File: config.mk
export PLATFORM = sky130hd
export DESIGN_NAME = writeback_unit
export DESIGN_NICKNAME = d
export VERILOG_FILES = /design/src/rtl/wb_pkg.sv /design/src/rtl/wb_fifo.sv /design/src/rtl/writeback_unit.sv
export SDC_FILE = /design/constraint.sdc
export NUM_CORES = 1
export LEC_CHECK = 0
export CORE_ASPECT_RATIO = 0.5
export CORE_UTILIZATION = 33
export DETAILED_ROUTE_END_ITERATION = 8
export GPL_TIMING_DRIVEN = 0
export PLACE_DENSITY = 0.61
export REMOVE_ABC_BUFFERS = 1
export SYNTH_ARGS = -nofsm -noshare
export SYNTH_HDL_FRONTEND = slang
export SYNTH_SLANG_ARGS = --single-unit
File: constraint.sdc
create_clock -name clk -period 3 [get_ports clk]
set_input_delay 0.6 -clock clk [delete_from_list [all_inputs] [get_ports clk]]
set_output_delay 0.6 -clock clk [all_outputs]
set_load 0.05 [all_outputs]
File: src/rtl/wb_pkg.sv
// wb_pkg: shared types and constants for the register-file writeback path.
//   REG_ADDR_W / NUM_REGS describe the integer register file.
//   wb_entry_t is one queued write {rd, data}.
//   rd_onehot() decodes a destination register into a busy mask bit.
//   Register 0 is hard-wired, so it never shows as busy.
package wb_pkg;

    localparam int REG_ADDR_W = 5;
    localparam int NUM_REGS   = 32;
    localparam int WB_DATA_W  = 32;

    typedef struct packed {
        logic [REG_ADDR_W-1:0] rd;
        logic [WB_DATA_W-1:0]  data;
    } wb_entry_t;

    function automatic logic [NUM_REGS-1:0] rd_onehot(input logic [REG_ADDR_W-1:0] rd);
        rd_onehot = '0;
        if (rd != '0) begin
            rd_onehot[rd] = 1'b1;
        end
    endfunction

endpackage

File: src/rtl/wb_fifo.sv
// wb_fifo: in-order circular buffer of pending register-file writes.
//   clk, rst_n     : clock, asynchronous active-low reset
//   push_i/entry_i : enqueue one entry (ignored while full)
//   pop_i          : drop the head entry (ignored while empty)
//   head_o         : oldest entry
//   full_o/empty_o : occupancy flags
//   entries_o      : raw storage slots
//   valid_o        : per-slot occupancy, used for the busy mask
module wb_fifo
    import wb_pkg::*;
#(
    parameter int DEPTH = 4
) (
    input  logic                clk,
    input  logic                rst_n,
    input  logic                push_i,
    input  wb_entry_t           entry_i,
    input  logic                pop_i,
    output wb_entry_t           head_o,
    output logic                full_o,
    output logic                empty_o,
    output wb_entry_t           entries_o [DEPTH],
    output logic [DEPTH-1:0]    valid_o
);

    localparam int PTR_W = $clog2(DEPTH);
    localparam int CNT_W = PTR_W + 1;

    wb_entry_t          mem_q [DEPTH];
    logic [PTR_W-1:0]   wr_ptr_q, wr_ptr_d;
    logic [PTR_W-1:0]   rd_ptr_q, rd_ptr_d;
    logic [CNT_W-1:0]   count_q, count_d;
    logic               push_ok;
    logic               pop_ok;

    assign full_o  = (count_q == CNT_W'(DEPTH));
    assign empty_o = (count_q == '0);
    assign push_ok = push_i && !full_o;
    assign pop_ok  = pop_i && !empty_o;
    assign head_o  = mem_q[rd_ptr_q];

    // DEPTH is a power of two, so pointers wrap by natural overflow.
    always_comb begin
        wr_ptr_d = wr_ptr_q;
        rd_ptr_d = rd_ptr_q;
        count_d  = count_q;
        if (push_ok) begin
            wr_ptr_d = wr_ptr_q + 1'b1;
        end
        if (pop_ok) begin
            rd_ptr_d = rd_ptr_q + 1'b1;
        end
        if (push_ok && !pop_ok) begin
            count_d = count_q + 1'b1;
        end else if (pop_ok && !push_ok) begin
            count_d = count_q - 1'b1;
        end
    end

    always_ff @(posedge clk or negedge rst_n) begin
        if (!rst_n) begin
            wr_ptr_q <= '0;
            rd_ptr_q <= '0;
            count_q  <= '0;
        end else begin
            wr_ptr_q <= wr_ptr_d;
            rd_ptr_q <= rd_ptr_d;
            count_q  <= count_d;
        end
    end

    // Storage needs no reset: a slot is only observed while valid.
    always_ff @(posedge clk) begin
        if (push_ok) begin
            mem_q[wr_ptr_q] <= entry_i;
        end
    end

    // A slot is occupied when its distance from the read pointer is
    // smaller than the current count.
    generate
        for (genvar gi = 0; gi < DEPTH; gi++) begin : g_slot
            logic [PTR_W-1:0] offset;
            assign offset        = PTR_W'(gi) - rd_ptr_q;
            assign valid_o[gi]   = (CNT_W'(offset) < count_q);
            assign entries_o[gi] = mem_q[gi];
        end
    endgenerate

endmodule

File: src/rtl/writeback_unit.sv
// writeback_unit: collects ALU and load results, queues them in order and
// drives the register file write port at one write per cycle.
//   clk, rst                         : clock, asynchronous active-low reset
//   alu_valid/alu_ready/alu_rd/alu_data : ALU result handshake
//   mem_valid/mem_ready/mem_rd/mem_data : load result handshake (priority)
//   rf_en/write_addr/write_data      : register file write port
//   busy_rd                          : registers targeted by queued writes
module writeback_unit
    import wb_pkg::*;
#(
    parameter int data_width = 32,
    parameter int depth      = 4
) (
    input  logic                    clk,
    input  logic                    rst,
    input  logic                    alu_valid,
    output logic                    alu_ready,
    input  logic [REG_ADDR_W-1:0]   alu_rd,
    input  logic [data_width-1:0]   alu_data,
    input  logic                    mem_valid,
    output logic                    mem_ready,
    input  logic [REG_ADDR_W-1:0]   mem_rd,
    input  logic [data_width-1:0]   mem_data,
    output logic                    rf_en,
    output logic [REG_ADDR_W-1:0]   write_addr,
    output logic [data_width-1:0]   write_data,
    output logic [NUM_REGS-1:0]     busy_rd
);

    wb_entry_t              push_entry;
    wb_entry_t              head;
    wb_entry_t              slot_entries [depth];
    logic [depth-1:0]       slot_valid;
    logic [NUM_REGS-1:0]    slot_mask [depth];
    logic                   full;
    logic                   empty;
    logic                   mem_fire;
    logic                   alu_fire;
    logic                   push;

    // Ready is held low during reset and whenever the queue is full, even
    // if the head drains this cycle: no pass-through into a full queue.
    assign mem_ready = rst && !full;
    assign alu_ready = rst && !full && !mem_valid;

    assign mem_fire = mem_valid && mem_ready;
    assign alu_fire = alu_valid && alu_ready;

    assign push_entry.rd   = mem_fire ? mem_rd   : alu_rd;
    assign push_entry.data = mem_fire ? mem_data : alu_data;

    // Writes to x0 complete the handshake but are dropped here.
    assign push = (mem_fire && (mem_rd != '0)) || (alu_fire && (alu_rd != '0));

    wb_fifo #(
        .DEPTH (depth)
    ) u_fifo (
        .clk       (clk),
        .rst_n     (rst),
        .push_i    (push),
        .entry_i   (push_entry),
        .pop_i     (rf_en),
        .head_o    (head),
        .full_o    (full),
        .empty_o   (empty),
        .entries_o (slot_entries),
        .valid_o   (slot_valid)
    );

    // The register file accepts every cycle, so the head drains whenever present.
    assign rf_en      = !empty;
    assign write_addr = rf_en ? head.rd   : '0;
    assign write_data = rf_en ? head.data : '0;

    generate
        for (genvar gi = 0; gi < depth; gi++) begin : g_busy
            assign slot_mask[gi] = slot_valid[gi] ? rd_onehot(slot_entries[gi].rd) : '0;
        end
    endgenerate

    always_comb begin
        busy_rd = '0;
        for (int i = 0; i < depth; i++) begin
            busy_rd = busy_rd | slot_mask[i];
        end
    end

endmodule

==> summary.md <==
| Metric | Value |
|---|---|
| Final number of setup-violating endpoints | `54` |
| Yosys warnings | `0` |
| # hold bufs at CTS | `0` |
| Routed Antenna Nets | `0` |
| Die width | `between 200 and 250 um` |
| Setup ws final | `-0.159 ns` |
| DR pass1 iterations | `4` |
| Initial antenna violation count | `0` |
| Vias per cell | `roughly 5.2` |
| Post-Synthesis Cells | `519` |
| Initial Utilization | `33.6%` |
| Dpl ws | `-0.959 ns` |
| Num CTS Buffers | `17` |
| Number of global-route vias before repair | `between 5k and 6k` |
| P per Cell Area | `1060 nW/um^2` |
| Crit Path Class | `reg2out` |
| Worst Path Max Fanout | `4` |
| Port Buf Inserts | `around 150` |
| Core Area | `roughly 24,000 sq um` |
| Layout cells sized above 1 | `41.7%` |
| Commonest non-fill, non-tap cells in the layout | `edfxtp_1 (148), clkdlybuf4s50_1 (77), and2_1 (40), mux4_2 (37), buf_4 (36)` |
| Rel. slew slack | `47.8%` |
| Class of the worst hold path | `in2async` |
| Primary FF master, synth | `edfxtp_1` |
| Drt wl/cell | `20.9 um` |
| Reg clk slew, reported paths | `0.06 ns` |
| Num rows | `40` |
| Fmax | `between 0.3 and 0.4 GHz` |
| Actual slew at the worst max-slew pin | `~0.8 ns` |
| Fin cells | `a little over 1k` |
| Area of the mapped netlist | `between 8000 and 9000 sq um` |
| Critical Path End Type | `primary output` |
| Most common library cell in the layout ignoring fill and taps | `edfxtp_1` |
| CTS Buffer Depth | `2` |
| Placed cell count | `962` |
| Die height | `113 um` |
| Synth cell types | `61` |
| Worst Path Arrival | `2.56 ns` |
| Diode count | `0` |
| Period minus WS final | `around 3.2 ns` |
| Leak pwr | `3.80 nW` |
| Final setup skew | `slightly below 0.008 ns` |
| Max-cap viol count | `0` |
| Die Area | `25,100 sq um` |
| RSZ-0062 raised after global routing | `true` |
| Largest net degree at the start of global routing | `38` |
| Routability-driven placement congestion ratio | `0.935` |
| Nets@finish | `787` |
| Drt drc | `0` |
| Setup TNS after final layout | `-4.21 ns` |
| Routed Wire Length | `21,400 um` |
| Sequential cell area fraction in the yosys report | `~57%` |
| Period Utilization, post-route | `105%` |
| Detailed placement HPWL | `14,400 um` |
| Failing checks | `setup timing` |
| Status | `finished with violations` |
| Flip-flop and latch count after synthesis | `about 160` |
| Num Clock Sinks | `155` |
| Hold Vio Cnt, Final | `0` |
| Via count | `about 5.4k` |
| Required time worst endpoint | `2.40 ns` |
| Starting DRT DRC Count | `397` |
| CTS root buf | `clkbuf_16` |
| Async SR Flop Fraction | `4.52%` |
| Global-route wire length before repair | `32,700 um` |
| Mean Syn Cell Area | `15.6 sq um` |
| Max-slew violation count | `0` |
| I/O pins | `150` |
| Clk_lat worst skew | `between 0.4 and 0.5 ns` |
| Area growth syn-to-layout | `39.8%` |
| CTS tree | `done` |
| Maximum vdd drop | `between 400 and 500 uV` |
| Startpoint types | `flip-flop` |
| H-tree levels | `4` |
| Total track usage | `between 10% and 20%` |
| Total congestion overflow | `0` |
| Number of synthesized flops with an enable pin | `between 100 and 150` |
## cell type report
type                            instances  area (sq um)
Sequential cell                       155          4630
Timing Repair Buffer                  187          1900
Clock inverter                         10           141
Fill cell                            2137         12700
Multi-Input combinational cell        326          3710
Tap cell                              315           394
Clock buffer                           22           464
Inverter                               13          53.8
## power breakdown
| group | switching [W] | internal [W] | leakage [nW] |
|---|---|---|---|
| logic | 0.00401 | 0.00263 | 2.09 |
| clock network | 0.000823 | 0.00135 | 0.279 |
| registers | 0.000292 | 0.00283 | 1.43 |
## logic make-up (layout without fill, tap and decap cells)
family,count (synthesis),count (layout),synth area share [%]
buffers and inverters,39,232,2.82
muxes,75,75,16.0
xor gates and xnor gates,9,9,0.976
other,1,1,0.0464
adders and majority gates,9,9,1.39
DFF,155,155,57.2
AOI/OAI and AO/OA,86,86,10.4
and+or+nand+nor,145,146,11.2
## worst paths after layout
path | startpoint | end | slack [ns] | cells after the start
setup / recovery | u_fifo.rd_ptr_q[0] | busy_rd[18] | -0.16 | 10
hold / removal | rst | u_fifo.rd_ptr_q[0] | 0.47 | 1
setup reg to reg | u_fifo.count_q[0] | u_fifo.mem_q[3][15] | 0.55 | 5
hold reg to reg | u_fifo.wr_ptr_q[1] | u_fifo.wr_ptr_q[1] | 0.59 | 1
max in group asynchronous | rst | u_fifo.rd_ptr_q[1] | 2.21 | 1
min in group clk | u_fifo.wr_ptr_q[1] | u_fifo.wr_ptr_q[1] | 0.59 | 1
## registers in the layout, indices dropped and copies added, names as in the netlist
register / flops
u_fifo.mem_q: 148
u_fifo.count_q: 3
u_fifo.wr_ptr_q: 2
u_fifo.rd_ptr_q: 2
## timing repair
item,CTS,global route
resized for setup,358,51
setup endpoints to repair,71,41
cloned,1,1
buffers inserted,18,15
pin swaps,34,25
## cells in the mapped netlist, types with 3 or more instances
cell type | instances | share of area [%]
edfxtp_1 | 148 | 55
and2_1 | 44 | 3.4
mux4_2 | 37 | 10
mux2_2 | 29 | 4.0
nor2b_1 | 19 | 1.5
nand2_1 | 16 | 0.74
nor2_1 | 15 | 0.70
a22oi_1 | 14 | 1.3
inv_1 | 13 | 0.60
o22ai_1 | 13 | 1.0
a221o_1 | 12 | 1.5
nand2b_1 | 12 | 0.93
o221ai_1 | 12 | 1.3
clkbuf_1 | 9 | 0.42
ha_1 | 9 | 1.4
mux2_4 | 9 | 1.7
buf_4 | 7 | 0.65
buf_6 | 7 | 0.98
dfrtp_1 | 7 | 2.2
xnor2_1 | 7 | 0.76
nand3_1 | 6 | 0.37
nor4_1 | 6 | 0.46
o211ai_1 | 6 | 0.56
nand4_1 | 4 | 0.31
o2111a_1 | 4 | 0.56
or2_2 | 4 | 0.31
a2111oi_2 | 3 | 0.56
a32oi_1 | 3 | 0.33
nand2b_4 | 3 | 0.51
o2111ai_2 | 3 | 0.56
## worst max-delay path: stages (launching register included)
cell	delay (ns)
dfrtp_4	0.52
xnor2_4	0.18
inv_2	0.06
ha_4	0.24
and2b_4	0.20
a2111oi_4	0.27
buf_4	0.19
buf_4	0.11
a22oi_2	0.04
o221ai_2	0.12
buf_6	0.20
## stage by stage
stage	area, sq um	total power, W	hold WS [ns]	util [%]
after floorplan	7900	0.00716	0.304	-
after global placement	9770	0.00899	0.559	40.7
after detailed placement	9920	0.00908	0.575	41.3
after CTS	11100	0.0118	0.464	46.1
after global routing	11300	0.0125	0.483	47.0
final	11300	0.0119	0.473	47.0
## layer usage
metal / up-vias / share of wire [%] / global-route usage (%)
met5: - / 0 / 0
met4: 0 / 1.8 / 6.71
met3: 26 / 3.7 / 2.59
met2: 108 / 50 / 29.5
met1: 2763 / 45 / 22.4
li1: 2464 / - / -
(Power assumes the default switching activity.)
